File: src/rtl/pe_inject_ctrl.sv
// ============================================================================
// Module   : pe_inject_ctrl
// Purpose  : Buffers neuron PE flits, stamps source coordinates, injects into
//            the XY switch when it is free and flags prolonged starvation.
// Revision : 1.0 - initial release
// ============================================================================
`default_nettype none

module pe_inject_ctrl #(
    parameter int                x_size       = 2,
    parameter int                y_size       = 2,
    parameter int                data_width   = 8,
    parameter logic [x_size-1:0] x_coord      = '0,
    parameter logic [y_size-1:0] y_coord      = '0,
    parameter int                total_width  = 2*x_size + 2*y_size + data_width,
    parameter int                DEPTH        = 4,
    parameter int                STARVE_LIMIT = 16
) (
    input  logic                       clk,
    input  logic                       rst,
    input  logic                       i_valid_nn,
    input  logic [total_width-1:0]     i_data_nn,
    output logic                       o_ready_nn,
    input  logic                       i_ready_sw,
    output logic                       o_valid_sw,
    output logic [total_width-1:0]     o_data_sw,
    output logic                       o_starve,
    output logic [$clog2(DEPTH):0]     o_count,
    output logic [15:0]                o_inj_cnt
);

    localparam int AW = $clog2(DEPTH);
    localparam int CW = AW + 1;
    localparam int BW = $clog2(STARVE_LIMIT + 1);
    localparam logic [CW-1:0] c_depth     = CW'(DEPTH);
    localparam logic [BW-1:0] c_limit     = BW'(STARVE_LIMIT);
    localparam logic [BW-1:0] c_limit_m1  = BW'(STARVE_LIMIT - 1);

    typedef enum logic [1:0] {
        IDLE    = 2'd0,
        SEND    = 2'd1,
        STARVED = 2'd2
    } state_t;

    logic [total_width-1:0] r_mem [DEPTH];
    logic [AW-1:0]          r_wptr;
    logic [AW-1:0]          r_rptr;
    logic [CW-1:0]          r_count;
    logic [BW-1:0]          r_blk;
    logic [15:0]            r_inj_cnt;
    logic                   r_starve;
    state_t                 r_state;
    state_t                 w_state_next;

    logic                   w_push;
    logic                   w_pop;
    logic                   w_blocked;
    logic                   w_last_out;
    logic [total_width-1:0] w_stamped;

    assign o_ready_nn = (r_count < c_depth);
    assign o_valid_sw = (r_count != '0);
    assign o_data_sw  = o_valid_sw ? r_mem[r_rptr] : '0;
    assign o_count    = r_count;
    assign o_inj_cnt  = r_inj_cnt;
    assign o_starve   = r_starve;

    assign w_push     = i_valid_nn & o_ready_nn;
    assign w_pop      = o_valid_sw & i_ready_sw;
    assign w_blocked  = o_valid_sw & ~i_ready_sw;
    // Pop of the only entry with nothing arriving behind it.
    assign w_last_out = w_pop & ~w_push & (r_count == CW'(1));

    assign w_stamped = {i_data_nn[total_width-1 -: data_width], x_coord, y_coord,
                        i_data_nn[x_size+y_size-1:0]};

    // Storage is not reset; o_data_sw is masked while empty.
    always_ff @(posedge clk) begin
        if (w_push) begin
            r_mem[r_wptr] <= w_stamped;
        end
    end

    always_ff @(posedge clk or posedge rst) begin
        if (rst) begin
            r_wptr    <= '0;
            r_rptr    <= '0;
            r_count   <= '0;
            r_blk     <= '0;
            r_inj_cnt <= '0;
            r_starve  <= 1'b0;
            r_state   <= IDLE;
        end else begin
            if (w_push) r_wptr <= r_wptr + AW'(1);
            if (w_pop)  r_rptr <= r_rptr + AW'(1);
            case ({w_push, w_pop})
                2'b10:   r_count <= r_count + CW'(1);
                2'b01:   r_count <= r_count - CW'(1);
                default: r_count <= r_count;
            endcase
            if (w_pop) r_inj_cnt <= r_inj_cnt + 16'd1;
            if (w_pop || !o_valid_sw) begin
                r_blk <= '0;
            end else if (w_blocked && r_blk != c_limit) begin
                r_blk <= r_blk + BW'(1);
            end
            r_state  <= w_state_next;
            r_starve <= (w_state_next == STARVED);
        end
    end

    always_comb begin
        w_state_next = r_state;
        case (r_state)
            IDLE: begin
                if (w_push) w_state_next = SEND;
            end
            SEND: begin
                if (w_last_out) begin
                    w_state_next = IDLE;
                end else if (w_blocked && r_blk == c_limit_m1) begin
                    w_state_next = STARVED;
                end
            end
            STARVED: begin
                if (w_pop) w_state_next = w_last_out ? IDLE : SEND;
            end
            default: w_state_next = IDLE;
        endcase
    end

endmodule

`default_nettype wire

File: config.mk
export PLATFORM = sky130hd
export DESIGN_NAME = pe_inject_ctrl
export DESIGN_NICKNAME = d
export VERILOG_FILES = /design/src/rtl/pe_inject_ctrl.sv
export SDC_FILE = /design/constraint.sdc
export NUM_CORES = 1
export LEC_CHECK = 0
export BUFFER_PORTS_ARGS = -buffer_cell sky130_fd_sc_hd__clkbuf_2
export CORE_ASPECT_RATIO = 0.6
export CORE_MARGIN = 8
export CORE_UTILIZATION = 38
export CTS_CLUSTER_SIZE = 25
export DETAILED_ROUTE_END_ITERATION = 16
export PLACE_DENSITY = 0.57
export SYNTH_ARGS = -nofsm -noshare
export SYNTH_HDL_FRONTEND = slang
export SYNTH_SLANG_ARGS = --single-unit
File: constraint.sdc
create_clock -name clk -period 5.1 [get_ports clk]
set_clock_uncertainty 0.05 [all_clocks]
set_input_delay 0.255 -clock clk [delete_from_list [all_inputs] [get_ports clk]]
set_output_delay 0.255 -clock clk [all_outputs]
set_load 0.005 [all_outputs]
==> flow_metrics.py, run 1 <==
metrics = {
    "timing": {
        "final.setup.tns_ps": 0,
        "finalSetupViolations": 0,
        "rsz0062_at_grt": "false",
        "worst_pin_slew_ps": 877,
        "max_freq_mhz": 412,
        "slew_headroom_pct": 41.6,
        "slew_violations": 0,
        "finalCriticalPeriod_ps": 2430,
        "fin_crit_sh_pct": 47.6,
        "hold_viol_final": 0,
    },
    "synth": {
        "syn_area_per_cell_um2": 15.0,
        "ys_types": 31,
        "synth_top_area_cell": "edfxtp_1",
        "synthCells": 229,
        "ys_seq_elements": 79,
        "yosysWarnings": 0,
        "yosysTopAreaCellShare_pct": 41.8,
        "synthTopCellsByArea": "edfxtp_1 42%, dfrtp_1 23%, mux4_2 7.8%",
        "syn_area_mm2": 0.00345,
        "ys_seq_area_share_pct": 64.3,
    },
    "power": {
        "p_int_mw": 1.49,
        "switching_share_pct": 29.7,
        "p_leak_nw": 1.64,
        "switchingPower_uw": 629,
        "power.density_mw_per_mm2": 521,
        "clock_power_share_pct": 28.1,
        "irDropWorstVdd_mv": 0.185,
        "p_comb_share_pct": 27.6,
        "seq_power_share_pct": 44.3,
    },
    "placed_design": {
        "gp_congestion": 0.726,
        "io_buffers": 49,
        "hpwl_um": 4260,
        "place_inst": 388,
    },
    "drt": {
        "num_vias": 1864,
        "drt_iter0_markers": 76,
        "wl_per_cell_um": 15.1,
        "first_pass_iters": 5,
        "drc": 0,
        "postRouteAntennaNets": 0,
        "wl_um": 6080,
        "vias_per_cell": 4.63,
    },
    "floorplan": {
        "dieArea_mm2": 0.0125,
        "rows": 27,
        "die_w_um": 139,
        "die_height_um": 89.8,
        "initial_utilization_pct": 38.3,
        "core_mm2": 0.00899,
        "io_pins": 58,
    },
    "cts": {
        "clockRootBuffer": "clkbuf_16",
        "clockBufferDepth": 2,
        "cts_max_level": 3,
        "cts.clk_slew.worst_paths_ps": 60,
        "cts.sinks": 79,
        "clk_latency_ps": 330,
        "ctsResizeCount": 0,
        "cts_tree": "built",
        "numCtsBuffers": 9,
    },
    "layout": {
        "area_growth_pct": 17.9,
        "instances_no_fill": 403,
        "drive_gt1_share_pct": 27.9,
        "antenna_cells": 0,
        "fin_nets": 317,
    },
    "global_route": {
        "grt-ovfl-total": 0,
        "grt_pass1_vias": 1893,
        "grt_usage_pct": 10.3,
        "grt_max_degree": 32,
        "grt_first_pass_wirelength_um": 10100,
        "antenna_found_initial": 0,
    },
    "flow_run": {
        "max-cap-violations": 0,
    },
    "setup_path": {
        "crit_path_cell_trace": "mux4_2, and2_1, clkbuf_2",
        "slowest_delay_ps": 910,
        "required_ps": 4800,
        "path_max_fanout": 14,
        "start_kind": "register",
        "crit_arrival_ps": 2120,
        "cp_slowest_cell": "dfrtp_1",
        "cp-end-kind": "output port",
        "crit_type": "reg2out",
    },
    "hold_path": {
        "hp-class": "in2reg",
    },
    "status": {
        "outcome": "finished clean",
    },
}
state kept, by name, summed over array words and instances, names as in the netlist:
register,flops
o_count,3
o_inj_cnt,16
o_starve,1
r_blk,5
r_mem,48
r_rptr,2
r_state,2
r_wptr,2
power groups by stage:
stage	clock network, mW	registers (mW)	logic (mW)
after floorplan	0	0.886	0.458
after global placement	0	0.953	0.593
after detailed placement	0	0.956	0.597
after CTS	0.614	0.944	0.600
after global routing	0.640	0.962	0.658
final	0.595	0.937	0.584
cell type report:
type	instances	area, um2
Timing Repair Buffer	51	263
Tap cell	116	145
Sequential cell	79	2220
Multi-Input combinational cell	128	1100
Clock buffer	9	225
Fill cell	809	4920
Clock inverter	5	51.3
Inverter	15	58.8
synthesized netlist by cell type:
master     instances
buf_6              3
nor2_1             5
conb_1             1
nor4b_4            1
nand3_1            6
o2111ai_1          2
xor2_1             2
nor3_1             4
and2b_2            1
nand2_1           16
edfxtp_1          48
and3_1             3
ha_1              13
and4_1             1
mux2i_1            2
nor2b_4            1
mux4_2            12
nand4_1            6
o211a_1            1
and2_1            16
buf_4              4
inv_1             14
xnor2_1           22
dfrtp_1           31
a21oi_1            5
mux2_2             1
clkbuf_1           1
o21ai_0            3
inv_4              1
buf_2              2
nand2b_1           1
through the flow:
| step | setup WS (ps) | cell area [um2] | hold WS, ps | power [mW] | util, % |
|---|---|---|---|---|---|
| after floorplan | 3160 | 3460 | 304 | 1.34 | - |
| after global placement | 2820 | 3780 | 294 | 1.55 | 42.0 |
| after detailed placement | 2790 | 3780 | 300 | 1.55 | 42.0 |
| after CTS | 2580 | 4060 | 85.2 | 2.16 | 45.2 |
| after global routing | 2500 | 4060 | 98.2 | 2.26 | 45.2 |
| final | 2670 | 4060 | 95.4 | 2.12 | 45.2 |
worst max-delay path: cells and delay by family (launching register included):
family / cells / cell delay [ps]
AND/OR/NAND/NOR: 1 / 170
buffers and inverters: 1 / 110
multiplexers: 1 / 600
flip-flops: 1 / 910
layer usage:
metal	share of wire (%)	GRT usage (%)	wire length [um]
met5	0	0	0
met4	1.6	5.18	97
met3	4.8	3.48	290
met2	43	14.0	2610
met1	51	14.3	3080
cells by family after synthesis:
group | Yosys count | synth area share, %
flip-flops | 79 | 64.3
AND/OR/NAND/NOR | 61 | 10.1
buffers and inverters | 25 | 3.96
XOR/XNOR | 24 | 6.10
multiplexers | 15 | 8.75
adder cells (fa/ha/maj) | 13 | 4.72
AO/OA/AOI/OAI | 11 | 1.96
other | 1 | 0.109
worst paths after layout:
| check | startpoint | end | slack (ps) | cells past startpoint |
|---|---|---|---|---|
| worst max-delay path | r_rptr[0]$_DFFE_PP0P_ | o_data_sw[2] | 2670 | 3 |
| worst min-delay path | i_data_nn[13] | r_mem[2][9]$_DFFE_PP_ | 100 | 1 |
| worst max register to register | o_count[0]$_DFFE_PP0P_ | r_state[0]$_DFF_PP0_ | 2820 | 11 |
| worst min register to register | o_inj_cnt[15]$_DFFE_PP0P_ | o_inj_cnt[15]$_DFFE_PP0P_ | 420 | 1 |
| max in group asynchronous | rst | o_count[0]$_DFFE_PP0P_ | 4210 | 4 |
| min in group asynchronous | rst | o_inj_cnt[4]$_DFFE_PP0P_ | 500 | 4 |
cell usage in the layout, fill, tap and decap left out, drive strengths merged, types with 2 or more instances in the layout:
master   Yosys  routed
and3         3       3
nand3        6       6
and2        16      16
a21oi        5       5
clkinv       0       3
o21ai        3       3
xor2         2       2
inv         15      15
xnor2       22      22
edfxtp      48      48
mux2i        2       2
dfrtp       31      31
nor3         4       4
clkbuf       1      58
conb         1       4
o2111ai      2       2
nand4        6       6
nor2         5       5
nand2       16      16
mux4        12      12
ha          13      13
what timing repair did:
| item | in CTS | in global routing |
|---|---|---|
| hold buffers | 1 | 0 |
| hold endpoints to repair | 31 | 0 |
| buffers inserted | 0 | 0 |
(Power assumes the default switching activity.)
==> run 2: changes to the inputs <==
Settings changed: ABC_AREA set to 1, PLACE_DENSITY 0.57 to 0.59.
Clock period 5.1 ns to 2 ns, I/O delays scaled along.
==> run 2 against run 1 <==
Net effect:
- routed wire length up 22%
- critical path type unchanged
- hold slack improved by 94 ps
- global-route usage rose by 1.9 points
- sequential cell count is the same
- combinational power increased to 3.4 times the previous value
- setup slack worse by 2500 ps
- sequential share of layout area down 4.9 points
- critical path depth is 4 higher
- synthesized cell count rose by 46%
- area after synthesis is 3.6% higher
==> flow_metrics.py, run 2 <==
metrics = {
    "synth": {
        "yosysWarnings": 0,
        "synth_edf_count": 48,
        "synth-main-ff-cell": "edfxtp_1",
        "ys_seq_area_share_pct": 62.1,
        "netlist_top_cells_count": "71 x nor2_1, 48 x edfxtp_1, 39 x nand2_1",
        "synthTopCellsByArea": "edfxtp_1 40%, dfrtp_1 22%, nor2_1 7.5%",
        "yosysTopAreaCellShare_pct": 40.4,
        "ys_seq_elements": 79,
        "synth_top_area_cell": "edfxtp_1",
        "ys_types": 27,
        "syn_area_mm2": 0.00357,
        "syn_area_per_cell_um2": 10.7,
        "async_reset_ff_share_pct": 39.2,
        "post-synth-top-count-cell": "nor2_1",
        "synthCells": 335,
    },
    "cts": {
        "cts_max_level": 3,
        "clockBufferDepth": 2,
        "numCtsBuffers": 9,
        "cts.sinks": 79,
        "clk_latency_ps": 330,
        "cts_tree": "built",
        "clockRootBuffer": "clkbuf_16",
        "cts.clk_slew.worst_paths_ps": 60,
    },
    "floorplan": {
        "die_height_um": 91.1,
        "core_mm2": 0.00916,
        "rows": 27,
        "io_pins": 58,
        "initial_utilization_pct": 39.0,
        "die_w_um": 141,
        "dieArea_mm2": 0.0128,
    },
    "placed_design": {
        "gp_congestion": 0.789,
        "hpwl_um": 5190,
        "dp_slack_ps": 155,
        "io_buffers": 49,
    },
    "drt": {
        "postRouteAntennaNets": 0,
        "drt_iter0_markers": 124,
        "first_pass_iters": 4,
        "drc": 0,
        "num_vias": 2437,
        "wl_um": 7410,
        "vias_per_cell": 4.47,
        "wl_per_cell_um": 13.6,
    },
    "layout": {
        "antenna_cells": 0,
        "regMostFlops": "r_mem",
        "area_growth_pct": 25.3,
        "largest_reg_flops": 48,
        "mostFrequentLayoutCells": "71 x nor2_1, 49 x clkbuf_2, 48 x edfxtp_1, 39 x nand2_1",
        "fin_nets": 443,
        "drive_gt1_share_pct": 22.2,
        "mostFrequentLayoutCell": "nor2_1",
    },
    "timing": {
        "slew_violations": 0,
        "rsz0062_at_grt": "false",
        "fin_crit_sh_pct": 93.5,
        "postLayoutSetupSlackWorst_ps": 131,
        "final.setup.tns_ps": 0,
        "finalSetupViolations": 0,
        "hold_viol_final": 0,
        "max_freq_mhz": 535,
        "finalCriticalPeriod_ps": 1870,
    },
    "setup_path": {
        "crit_type": "reg2out",
        "crit_arrival_ps": 1720,
        "start_kind": "register",
        "path_max_fanout": 12,
        "required_ps": 1850,
        "cp-end-kind": "output port",
    },
    "status": {
        "outcome": "finished clean",
    },
    "global_route": {
        "grt-ovfl-total": 0,
        "grt_first_pass_wirelength_um": 12400,
        "antenna_found_initial": 0,
        "grt_max_degree": 32,
        "grt_pass1_vias": 2482,
        "grt_usage_pct": 12.3,
    },
    "power": {
        "p_leak_nw": 1.99,
        "irDropWorstVdd_mv": 0.445,
        "power.density_mw_per_mm2": 1330,
    },
    "hold_path": {
        "hp-class": "in2reg",
    },
    "flow_run": {
        "max-cap-violations": 0,
    },
}
[run 2: cell types whose count changed after synthesis, sizes merged, moves of 4 or more]
cell	delta
mux4	-12
xor2	+7
a21oi	+10
nand3	+4
nor2	+71
nand2	+27
clkbuf	+4
xnor2	-15
o21ai	+25
and2	-16
inv	+18
[run 2: critical path, stage by stage (launching register included)]
cell,delay [ps]
dfrtp_2,410
inv_1,70
ha_1,230
nand2_4,130
clkinvlp_4,110
buf_12,150
a21oi_1,140
clkbuf_2,140
[run 2: cells by family (layout without fill, tap and decap cells)]
kind of cell             after synthesis  in the layout  share of synthesized area (%)
flip-flops                            79             79                           62.1
AO/OA/AOI/OAI                         44             44                           6.24
buffers and inverters                 45            122                           5.26
adder cells (fa/ha/maj)               13             13                           4.56
AND/OR/NAND/NOR                      137            137                           17.8
other                                  1              4                          0.105
XOR/XNOR                              16             16                           3.93
[run 2: path summary, 6_finish.rpt]
path                                           from                       end  slack, ps  depth (start not counted)
max                          o_count[0]$_DFFE_PP0P_              o_data_sw[2]        130                          7
min                                      i_ready_sw      r_blk[4]$_DFFE_PP0P_        190                          4
max reg2reg                  o_count[1]$_DFFE_PP0P_        o_starve$_DFF_PP0_        160                         11
min reg2reg                o_inj_cnt[7]$_DFFE_PP0P_  o_inj_cnt[7]$_DFFE_PP0P_        460                          1
max in group asynchronous                       rst     r_rptr[0]$_DFFE_PP0P_       1260                          4
min in group asynchronous                       rst    o_count[1]$_DFFE_PP0P_        330                          4
[run 2: area by class of cell]
type / instances / area [um2]
Clock buffer: 9 / 225
Multi-Input combinational cell: 214 / 1180
Sequential cell: 79 / 2220
Clock inverter: 7 / 87.6
Fill cell: 842 / 4680
Inverter: 33 / 128
Timing Repair Buffer: 73 / 470
Tap cell: 130 / 163
[run 2: metrics by stage]
step	util, %	cells	hold slack, ps	instance area (um2)	power (mW)
after floorplan	-	338	149	3580	3.48
after detailed placement	43.7	515	145	4000	4.25
after global placement	43.7	515	142	4000	4.20
final	48.8	545	189	4470	5.95
after global routing	48.8	545	209	4470	6.38
after CTS	48.8	545	184	4470	6.05
[run 2: routing by layer]
metal  vias to the layer above  GRT usage, %  part of all wire, %
met5                         -             0                    0
met4                         0          4.54                  1.5
met3                         9          3.66                  4.7
met2                        45          18.0                   43
met1                      1136          16.8                   51
li1                       1247             -                    -
[run 2: repair_timing]
item / CTS / global route
endpoints found under the setup margin: 8 / 13
endpoints found under the hold margin: 79 / 0
buffers inserted: 1 / 0
hold buffers: 13 / 0
gates resized for setup: 1 / 3
[run 2: power by group]
part	internal [mW]	switching (mW)
clock	1.08	0.619
sequential	2.06	0.229
combinational	0.807	1.15
